File: config.mk
export PLATFORM = sky130hd
export DESIGN_NAME = servo_pwm_array
export DESIGN_NICKNAME = d
export VERILOG_FILES = /design/src/rtl/servo_pwm_array.sv
export SDC_FILE = /design/constraint.sdc
export NUM_CORES = 1
export LEC_CHECK = 0
export CAP_MARGIN = 20
export CORE_UTILIZATION = 53
export CTS_BUF_LIST = sky130_fd_sc_hd__clkbuf_4
export DETAILED_ROUTE_END_ITERATION = 6
export GPL_TIMING_DRIVEN = 0
export PLACE_DENSITY = 0.69
export SLEW_MARGIN = 10
export SYNTH_ARGS = -nofsm -noshare
export SYNTH_HDL_FRONTEND = slang
export SYNTH_SLANG_ARGS = --single-unit
File: constraint.sdc
create_clock -name clk_i -period 9.85 [get_ports clk_i]
set_clock_uncertainty 0.2 [all_clocks]
set_input_delay 1.97 -clock clk_i [delete_from_list [all_inputs] [get_ports clk_i]]
set_output_delay 1.97 -clock clk_i [all_outputs]
set_load 0.1 [all_outputs]
File: src/rtl/servo_pwm_array.sv
// Multi-channel RC-servo pulse generator: shared 20 ms frame, per-channel shadowed command, slew-limited width.
// Latency: command applied at next frame boundary, pulse registered 1 clk after frame_start; no backpressure, writes always accepted.
module servo_pwm_array #(
    parameter int NUM_CH      = 4,
    parameter int CMD_W       = 6,
    parameter int CLK_HZ      = 100000000,
    parameter int SIMULATE    = 0,
    parameter int POS_STEP_US = 15,
    parameter int ROT_STEP_US = 7,
    parameter int SLEW_US     = 64,
    parameter int CH_W        = (NUM_CH > 1) ? $clog2(NUM_CH) : 1
) (
    input  logic              clk_i,
    input  logic              rst_i,
    input  logic              wr_en_i,
    input  logic [CH_W-1:0]   wr_ch_i,
    input  logic              wr_mode_i,
    input  logic              wr_dir_i,
    input  logic [CMD_W-1:0]  wr_cmd_i,
    input  logic              wr_ena_i,
    output logic [NUM_CH-1:0] pulse_o,
    output logic              frame_start_o
);

    localparam int DIV   = (SIMULATE != 0) ? 1 : CLK_HZ / 1000000;
    localparam int PRE_W = (DIV > 1) ? $clog2(DIV) : 1;

    typedef struct packed {
        logic             mode;
        logic             dir;
        logic [CMD_W-1:0] cmd;
        logic             ena;
    } shadow_t;

    logic [PRE_W-1:0]  pre_q, pre_d;
    logic [14:0]       frame_us_q, frame_us_d;
    logic              frame_start_q, frame_start_d;
    logic              tick, wrap;
    shadow_t           shadow_q [NUM_CH];
    shadow_t           shadow_d [NUM_CH];
    logic [14:0]       target_q [NUM_CH];
    logic [14:0]       target_d [NUM_CH];
    logic [14:0]       cur_w_q  [NUM_CH];
    logic [14:0]       cur_w_d  [NUM_CH];
    logic [NUM_CH-1:0] ena_q, ena_d;
    logic [NUM_CH-1:0] pulse_q, pulse_d;

    // Unsigned 15-bit width arithmetic, then clamp to the servo-safe range.
    function automatic logic [14:0] calc_target(input shadow_t s);
        logic [14:0] mag;
        logic [14:0] w;
        mag = 15'(s.cmd) * 15'(s.mode ? ROT_STEP_US : POS_STEP_US);
        if (!s.mode)    w = 15'd1000 + mag;
        else if (s.dir) w = 15'd1500 + mag;
        else            w = 15'd1500 - mag;
        if (w < 15'd500)       w = 15'd500;
        else if (w > 15'd2500) w = 15'd2500;
        return w;
    endfunction

    function automatic logic [14:0] slew_step(input logic [14:0] cur, input logic [14:0] tgt);
        if (SLEW_US == 0)
            return tgt;
        if (tgt > cur)
            return ((tgt - cur) > 15'(SLEW_US)) ? cur + 15'(SLEW_US) : tgt;
        return ((cur - tgt) > 15'(SLEW_US)) ? cur - 15'(SLEW_US) : tgt;
    endfunction

    always_ff @(posedge clk_i or posedge rst_i) begin
        if (rst_i) begin
            pre_q         <= '0;
            frame_us_q    <= '0;
            frame_start_q <= 1'b0;
            ena_q         <= '0;
            pulse_q       <= '0;
            for (int i = 0; i < NUM_CH; i++) begin
                shadow_q[i] <= '0;
                target_q[i] <= 15'd1500;
                cur_w_q[i]  <= 15'd1500;
            end
        end else begin
            pre_q         <= pre_d;
            frame_us_q    <= frame_us_d;
            frame_start_q <= frame_start_d;
            ena_q         <= ena_d;
            pulse_q       <= pulse_d;
            for (int i = 0; i < NUM_CH; i++) begin
                shadow_q[i] <= shadow_d[i];
                target_q[i] <= target_d[i];
                cur_w_q[i]  <= cur_w_d[i];
            end
        end
    end

    always_comb begin
        tick          = (pre_q == PRE_W'(DIV - 1));
        pre_d         = tick ? '0 : pre_q + PRE_W'(1);
        wrap          = tick && (frame_us_q == 15'd19999);
        frame_us_d    = frame_us_q;
        if (tick)
            frame_us_d = wrap ? 15'd0 : frame_us_q + 15'd1;
        frame_start_d = wrap;
        ena_d         = ena_q;
        pulse_d       = '0;
        for (int i = 0; i < NUM_CH; i++) begin
            // The boundary samples the pre-write shadow, so a write on the wrap clk waits a frame.
            shadow_d[i] = shadow_q[i];
            if (wr_en_i && (wr_ch_i == CH_W'(i)))
                shadow_d[i] = '{mode: wr_mode_i, dir: wr_dir_i, cmd: wr_cmd_i, ena: wr_ena_i};
            target_d[i] = target_q[i];
            cur_w_d[i]  = cur_w_q[i];
            if (wrap) begin
                target_d[i] = calc_target(shadow_q[i]);
                cur_w_d[i]  = slew_step(cur_w_q[i], target_d[i]);
                ena_d[i]    = shadow_q[i].ena;
            end
            pulse_d[i] = ena_q[i] && (frame_us_q < cur_w_q[i]);
        end
    end

    assign pulse_o       = pulse_q;
    assign frame_start_o = frame_start_q;

endmodule

* After elaboration in Yosys (flattened, before gate mapping)
Cells that the tools add are included.
** Word-level totals
- Memories kept :: 0
- Bits in writable memories :: 0
- Output and inout port bits :: 5
- Memory bits (read-only) :: 0
- Bits in latches :: 0
- Word-level logic and storage cells :: 152
- Register bits :: 127
** Cells by class
- Shifts and indexed selects :: 0
- Order comparisons :: 24
- Muxes and demuxes :: 54
- Reductions and logical operators :: 10
- Divide/modulo/power cells :: 0
- Add/subtract/negate cells :: 30
- Multipliers :: 4
- Bitwise gates (word level) :: 0
- Eq/ne operators :: 5
** Operators with widths (count)
- two-way mux 15 bit :: 41
- > comparator 15 x 7 -> 1 bit (second input constant) :: 8
- subtractor 15 bit :: 8
- adder 15 x 7 -> 15 bit (second input constant) :: 4
- > comparator 15 x 12 -> 1 bit (second input constant) :: 4
- > comparator 15 bit :: 4
- < comparator 15 bit :: 4
- < comparator 15 x 9 -> 1 bit (second input constant) :: 4
- subtractor 15 x 7 -> 15 bit (second input constant) :: 4
- adder 11 x 10 -> 12 bit (first input constant) :: 4
- subtractor 11 x 10 -> 12 bit (first input constant) :: 4
- adder 10 x 10 -> 11 bit (first input constant) :: 4
- multiplier 6 x 4 -> 10 bit :: 4
- two-way mux 4 bit :: 4
- adder 15 x 1 -> 15 bit (second input constant) :: 1
- equality test 15 bit (second input constant) :: 1
- logical AND 1 bit :: 9
- two-way mux 1 bit :: 8
- adder 7 x 1 -> 7 bit (second input constant) :: 1
- equality test 7 bit (second input constant) :: 1
- two-way mux 7 bit :: 1
- equality test 2 bit (second input constant) :: 2
- equality test 2 x 1 -> 1 bit (second input constant) :: 1
- logical NOT 2 bit :: 1

* Logic depth before layout (Yosys ltp)
- Word-level depth :: 15
- Mapped depth :: 41
- Depth with buffers taken out :: 38

* Least setup slack after synthesis
Ideal clock, no wire load.
- Path type :: register to register
- Start :: register shadow_q[35] in the netlist's numbering
- End :: register cur_w_q[51] in the netlist's numbering
- Data required time :: 9578 ps
- Period minus slack after synthesis :: 8819 ps
- Path buffers :: 5
- Arrival time :: 8547 ps
- Stages on the path, launching flop included :: 41
- Slack :: 1031 ps
- Path through :: dfrtp_1 > clkbuf_1 > clkbuf_1 > nand2b_1 > fa_1 > fa_1 > inv_1 > ha_1 > buf_1 > xor2_1 > ha_1 > or4b_2 > nor3_1 > a211o_1 > a32oi_1 > a221o_1 > mux2_2 > a311oi_1 > (+5 left out) > inv_1 > fa_1 > a21o_1 > a21oi_1 > o21ai_0 > a21oi_1 > o21ai_0 > a21oi_1 > o21bai_1 > a21oi_1 > o21ai_0 > mux2i_1 > o211ai_1 > nor2_1 > a31o_2 > buf_2 > a211o_1 > o21ai_1
** On the way
- Word-level cells in the longest chain between the ends :: 15
- Elaborated cells between the ends (all ways) :: 24
- Classes of those cells :: 5 x add/sub; 1 x mul; 5 x order compare; 13 x mux
** Ends and longest elaborated chain
- start: declaration :: RTL line 39 : shadow_t shadow_q [NUM_CH];
- start signal: indexed assignment :: RTL line 88 : shadow_q[i] <= shadow_d[i];
- two-way mux 4 bit :: RTL line 52 : mag = 15'(s.cmd) * 15'(s.mode ? ROT_STEP_US : POS_STEP_US);
- multiplier 6 x 4 -> 10 bit :: RTL line 52
- subtractor 11 x 10 -> 12 bit or adder 11 x 10 -> 12 bit (tied branches) :: RTL line 55, 54
- two-way mux 15 bit :: RTL line 54 : else if (s.dir) w = 15'd1500 + mag;
- two-way mux 15 bit (*) :: RTL line 53 : if (!s.mode) w = 15'd1000 + mag;
- two-way mux 15 bit (*) :: RTL line 112 : if (wrap) begin
- > comparator 15 x 12 -> 1 bit :: RTL line 57 : else if (w > 15'd2500) w = 15'd2500;
- two-way mux 15 bit :: RTL line 57
- two-way mux 15 bit (*) :: RTL line 56 : if (w < 15'd500) w = 15'd500;
- two-way mux 15 bit (*) :: RTL line 112
- subtractor 15 bit :: RTL line 65 : return ((tgt - cur) > 15'(SLEW_US)) ? cur + 15'(SLEW_US) : tgt;
- > comparator 15 x 7 -> 1 bit :: RTL line 65
- two-way mux 15 bit :: RTL line 65
- two-way mux 15 bit :: RTL line 64 : if (tgt > cur)
- two-way mux 15 bit (*) :: RTL line 66 : return ((cur - tgt) > 15'(SLEW_US)) ? cur - 15'(SLEW_US) : tgt;
- end signal: indexed assignment :: RTL line 90 : cur_w_q[i] <= cur_w_d[i];
- end: declaration :: RTL line 43 : logic [14:0] cur_w_q [NUM_CH];
Every way passes the cells marked *; elsewhere a longest branch is shown, timed or not. The select of a mux whose other input is x is not followed.
A chain may end at the register's enable or synchronous reset.

* Worst setup path in the final report
Ends and elaborated chain as after synthesis.

==> parameters.txt <==
Parameter                              Value

Status
  Result of the run    finished, final reports clean

Clocking
  Clock latency at the later pin of the worst-skew pair    0.63 ns
  Clock tree root buffer cell    sky130_fd_sc_hd__clkbuf_4
  Clock slew at reported path FFs    0.16 ns
  Clock sink count    between 100 and 150
  H-tree depth    4
  Bufs on Longest Clock Path    2
  CTS tree    yes
  CTS buffer count    17
  Hold bufs inserted after CTS    0

Detailed routing
  Pre-Repair DR Iteration Count    6
  Vias per cell    6.27
  Number of nets with antenna violations after detailed routing    0
  Total via count after detailed routing    18000
  DRC violation count after routing    0
  Aggregate routed wire length    roughly 54 mm
  Routed length per placed instance    18.7 um
  Iter 0 DRT Violations    1321

Synth
  Syn avg cell area    ~7.9 um2
  Synth unique cells    108
  Summed instance area of the synthesized netlist    0.0186 mm2
  Share of async-settable or async-resettable flops after synthesis    100%
  Post-Synthesis Net Count    2642
  Number of flops mapped to enable cells by yosys    0
  Number of storage elements in the synthesis netlist    127
  Sequential cell area fraction in the yosys report    around 17%
  Most used DFF post-synth    sky130_fd_sc_hd__dfrtp_1
  Synth warnings    0
  Instance count of the mapped netlist    2362

Cells and area
  Fin nets    between 2000 and 3000
  Layout-stage area growth over the synthesis result    6.92%
  Filler cell count in the final layout    3312
  Share of layout cells above drive strength 1    slightly above 8%
  Final non-filler cell total    between 2000 and 3000

STA
  Setup_tns    0 ns
  Count of pins over their slew limit    0
  Final count of hold timing violations    0
  Shortest period the worst path allows    9.40 ns
  Relative slew slack    34.1%
  Finish-stage setup viols    0
  Period utilisation layout    95.4%
  Highest achievable clock rate    0.106 GHz
  Slew at the pin with the worst max-slew slack    0.985 ns

Global route
  Pin count of the biggest net entering global routing    83
  Via count of the first global-routing pass    16900
  Grt total ovfl    0
  Wire length of the first global-routing pass    between 80 and 90 mm
  Initial antenna violation count    1
  Global routing usage summed across all routing layers    30.2%

Hold path
  Path category of the worst min-delay check    register to register

Setup path
  Endpoint type of the worst setup path    register
  CP arrival    9.75 ns
  CP startpoint kind    register
  Data required time at the worst endpoint    10.20 ns
  Highest cell delay on the worst timing path    0.59 ns
  WS Path Type    register to register
  Library cell contributing the largest single delay on the critical path    sky130_fd_sc_hd__or4b_2
  Highest net fanout along the worst path    10

Floorplan
  Die Ht    189 um
  Initial standard-cell utilization of the core    53.9%
  Cell Rows    around 70
  Die width    roughly 190 um
  Area of the die    0.0359 mm2
  Core Region    0.0345 mm2
  Number of top-level pins    19

Placed design
  DP HPWL    42.3 mm
  IO buf count    18
  Placed cells    2837
  Final GP Congestion    between 0.9 and 1

Flow run
  Max capacitance violation total    0
## sequential cells by signal, indices dropped and copies added, names as in the netlist
register,cells
cur_w_q,60
ena_q,4
frame_start_o,1
frame_us_q,15
pre_q,7
pulse_o,4
shadow_q,36
## placed cells by master, fill, tap and decap left out, types with 17 or more instances in the layout
cell type                         synthesis  final
sky130_fd_sc_hd__inv_1                  235    234
sky130_fd_sc_hd__ha_1                   230    229
sky130_fd_sc_hd__nand2_1                190    189
sky130_fd_sc_hd__o21ai_0                161    158
sky130_fd_sc_hd__nor2_1                 139    139
sky130_fd_sc_hd__a21oi_1                128    126
sky130_fd_sc_hd__dfrtp_1                 99     97
sky130_fd_sc_hd__a21o_1                  89     89
sky130_fd_sc_hd__xnor2_1                 78     78
sky130_fd_sc_hd__clkbuf_1                82     75
sky130_fd_sc_hd__nand3_1                 73     73
sky130_fd_sc_hd__nor3_1                  65     65
sky130_fd_sc_hd__fa_1                    36     36
sky130_fd_sc_hd__mux2i_1                 34     34
sky130_fd_sc_hd__mux2_2                  34     34
sky130_fd_sc_hd__nand2b_1                33     33
sky130_fd_sc_hd__nor2b_1                 33     33
sky130_fd_sc_hd__a211oi_1                33     29
sky130_fd_sc_hd__dfstp_2                 28     28
sky130_fd_sc_hd__xor2_1                  30     27
sky130_fd_sc_hd__o21a_1                  27     27
sky130_fd_sc_hd__and3_1                  27     27
sky130_fd_sc_hd__a31oi_1                 27     26
sky130_fd_sc_hd__nand4_1                 25     25
sky130_fd_sc_hd__a211o_1                 25     25
sky130_fd_sc_hd__and2_1                  23     22
sky130_fd_sc_hd__clkbuf_4                 0     20
sky130_fd_sc_hd__o211ai_1                19     19
sky130_fd_sc_hd__or3_1                   18     18
sky130_fd_sc_hd__clkdlybuf4s50_1          0     18
sky130_fd_sc_hd__o22ai_1                 17     17
## cells in the mapped netlist, types with 11 or more instances
master	number	area, um2
sky130_fd_sc_hd__ha_1	230	2880
sky130_fd_sc_hd__nand2b_1	33	206
sky130_fd_sc_hd__a21boi_0	13	97.6
sky130_fd_sc_hd__o211ai_1	19	143
sky130_fd_sc_hd__dfstp_2	28	736
sky130_fd_sc_hd__xor2_1	30	263
sky130_fd_sc_hd__dfrtp_1	99	2480
sky130_fd_sc_hd__nor2_1	139	522
sky130_fd_sc_hd__or3_1	18	113
sky130_fd_sc_hd__mux2i_1	34	340
sky130_fd_sc_hd__o211a_1	11	110
sky130_fd_sc_hd__o21ai_0	161	806
sky130_fd_sc_hd__nand2_1	190	713
sky130_fd_sc_hd__or2_2	12	75.1
sky130_fd_sc_hd__clkbuf_1	82	308
sky130_fd_sc_hd__nand3b_1	11	82.6
sky130_fd_sc_hd__nor4_1	16	100
sky130_fd_sc_hd__o22ai_1	17	106
sky130_fd_sc_hd__xnor2_1	78	683
sky130_fd_sc_hd__fa_1	36	721
sky130_fd_sc_hd__nand3_1	73	365
sky130_fd_sc_hd__a211o_1	25	219
sky130_fd_sc_hd__a21oi_1	128	641
sky130_fd_sc_hd__a211oi_1	33	248
sky130_fd_sc_hd__a21o_1	89	668
sky130_fd_sc_hd__o21a_1	27	203
sky130_fd_sc_hd__and2_1	23	144
sky130_fd_sc_hd__mux2_2	34	383
sky130_fd_sc_hd__a31oi_1	27	169
sky130_fd_sc_hd__nor2b_1	33	206
sky130_fd_sc_hd__nor3_1	65	325
sky130_fd_sc_hd__nand4_1	25	156
sky130_fd_sc_hd__o2111ai_1	15	131
sky130_fd_sc_hd__o31ai_1	16	120
sky130_fd_sc_hd__inv_1	235	882
sky130_fd_sc_hd__and3_1	27	169
## what timing repair did
action | in CTS | in global routing
pin swaps | 0 | 3
hold endpoints to repair | 0 | 0
setup buffers | 0 | 3
setup endpoints to repair | 15 | 52
resized for setup | 4 | 39
## worst max-delay path: cells and delay by family (launching register included)
kind	cells	cell delay [ns]
simple gates	5	1.20
buf+inv	8	1.21
fa+ha+maj	6	2.15
xor+xnor	1	0.22
compound gates	18	3.35
flops	1	0.50
mux	2	0.49
## path summary, 6_finish.rpt
check / start / to / slack, ns / cells after the start
min in group asynchronous: rst_i / cur_w_q[12]$_DFFE_PP0P_ / 1.53 / 2
max reg2reg: shadow_q[35]$_DFFE_PP0P_ / cur_w_q[51]$_DFFE_PP1P_ / 0.45 / 40
min: pre_q[0]$_DFF_PP0_ / pre_q[0]$_DFF_PP0_ / 0.28 / 1
min reg2reg: pre_q[0]$_DFF_PP0_ / pre_q[0]$_DFF_PP0_ / 0.28 / 1
max in group asynchronous: rst_i / cur_w_q[40]$_DFFE_PP1P_ / 7.08 / 3
max: shadow_q[35]$_DFFE_PP0P_ / cur_w_q[51]$_DFFE_PP1P_ / 0.45 / 40
## per-stage QoR
stage | setup WS (ns) | hold WS, ns | util, % | cell area [um2]
2_1_floorplan | 1.03 | 0.233 | - | 18600
3_3_place_gp | -0.260 | 0.247 | 56.0 | 19400
3_5_place_dp | -0.311 | 0.257 | 56.2 | 19400
4_1_cts | 0.0711 | 0.280 | 57.1 | 19700
5_1_grt | -0.0552 | 0.310 | 57.6 | 19900
6_report | 0.450 | 0.277 | 57.6 | 19900
## layer usage
metal  track usage, %  wire [um]  up-vias
met5                0          0        -
met3             3.56       2840       93
met1             42.1      24900     8661
li1                 -          -     8683
met4             8.47       1050        0
met2             49.2      25000      582
## cells by family (layout without fill, tap and decap cells)
logic type | after synthesis | count (layout) | synth area share, %
and+or+nand+nor | 727 | 727 | 20.0
AOI/OAI and AO/OA | 726 | 726 | 27.1
buffers and inverters | 332 | 386 | 6.82
adders and majority gates | 266 | 266 | 19.3
DFF | 127 | 127 | 17.3
xor gates and xnor gates | 108 | 108 | 5.08
muxes | 76 | 76 | 4.43
other | 0 | 2 | 0
## final cells by class
| type | count | area, um2 | area share [%] |
|---|---|---|---|
| antenna | 2 | 5.00 | 0.0252 |
| buffer | 89 | 373 | 1.87 |
| clock buffer | 18 | 135 | 0.679 |
| clock inverter | 14 | 180 | 0.905 |
| inverter | 242 | 917 | 4.61 |
| multi-input combinational | 1903 | 14300 | 71.7 |
| sequential | 127 | 3220 | 16.2 |
| tap | 455 | 569 | 2.86 |
| timing repair buffer | 23 | 235 | 1.18 |
Power is not shown: default switching activity piles up to over one toggle a cycle in this logic, so the estimate is an artifact.
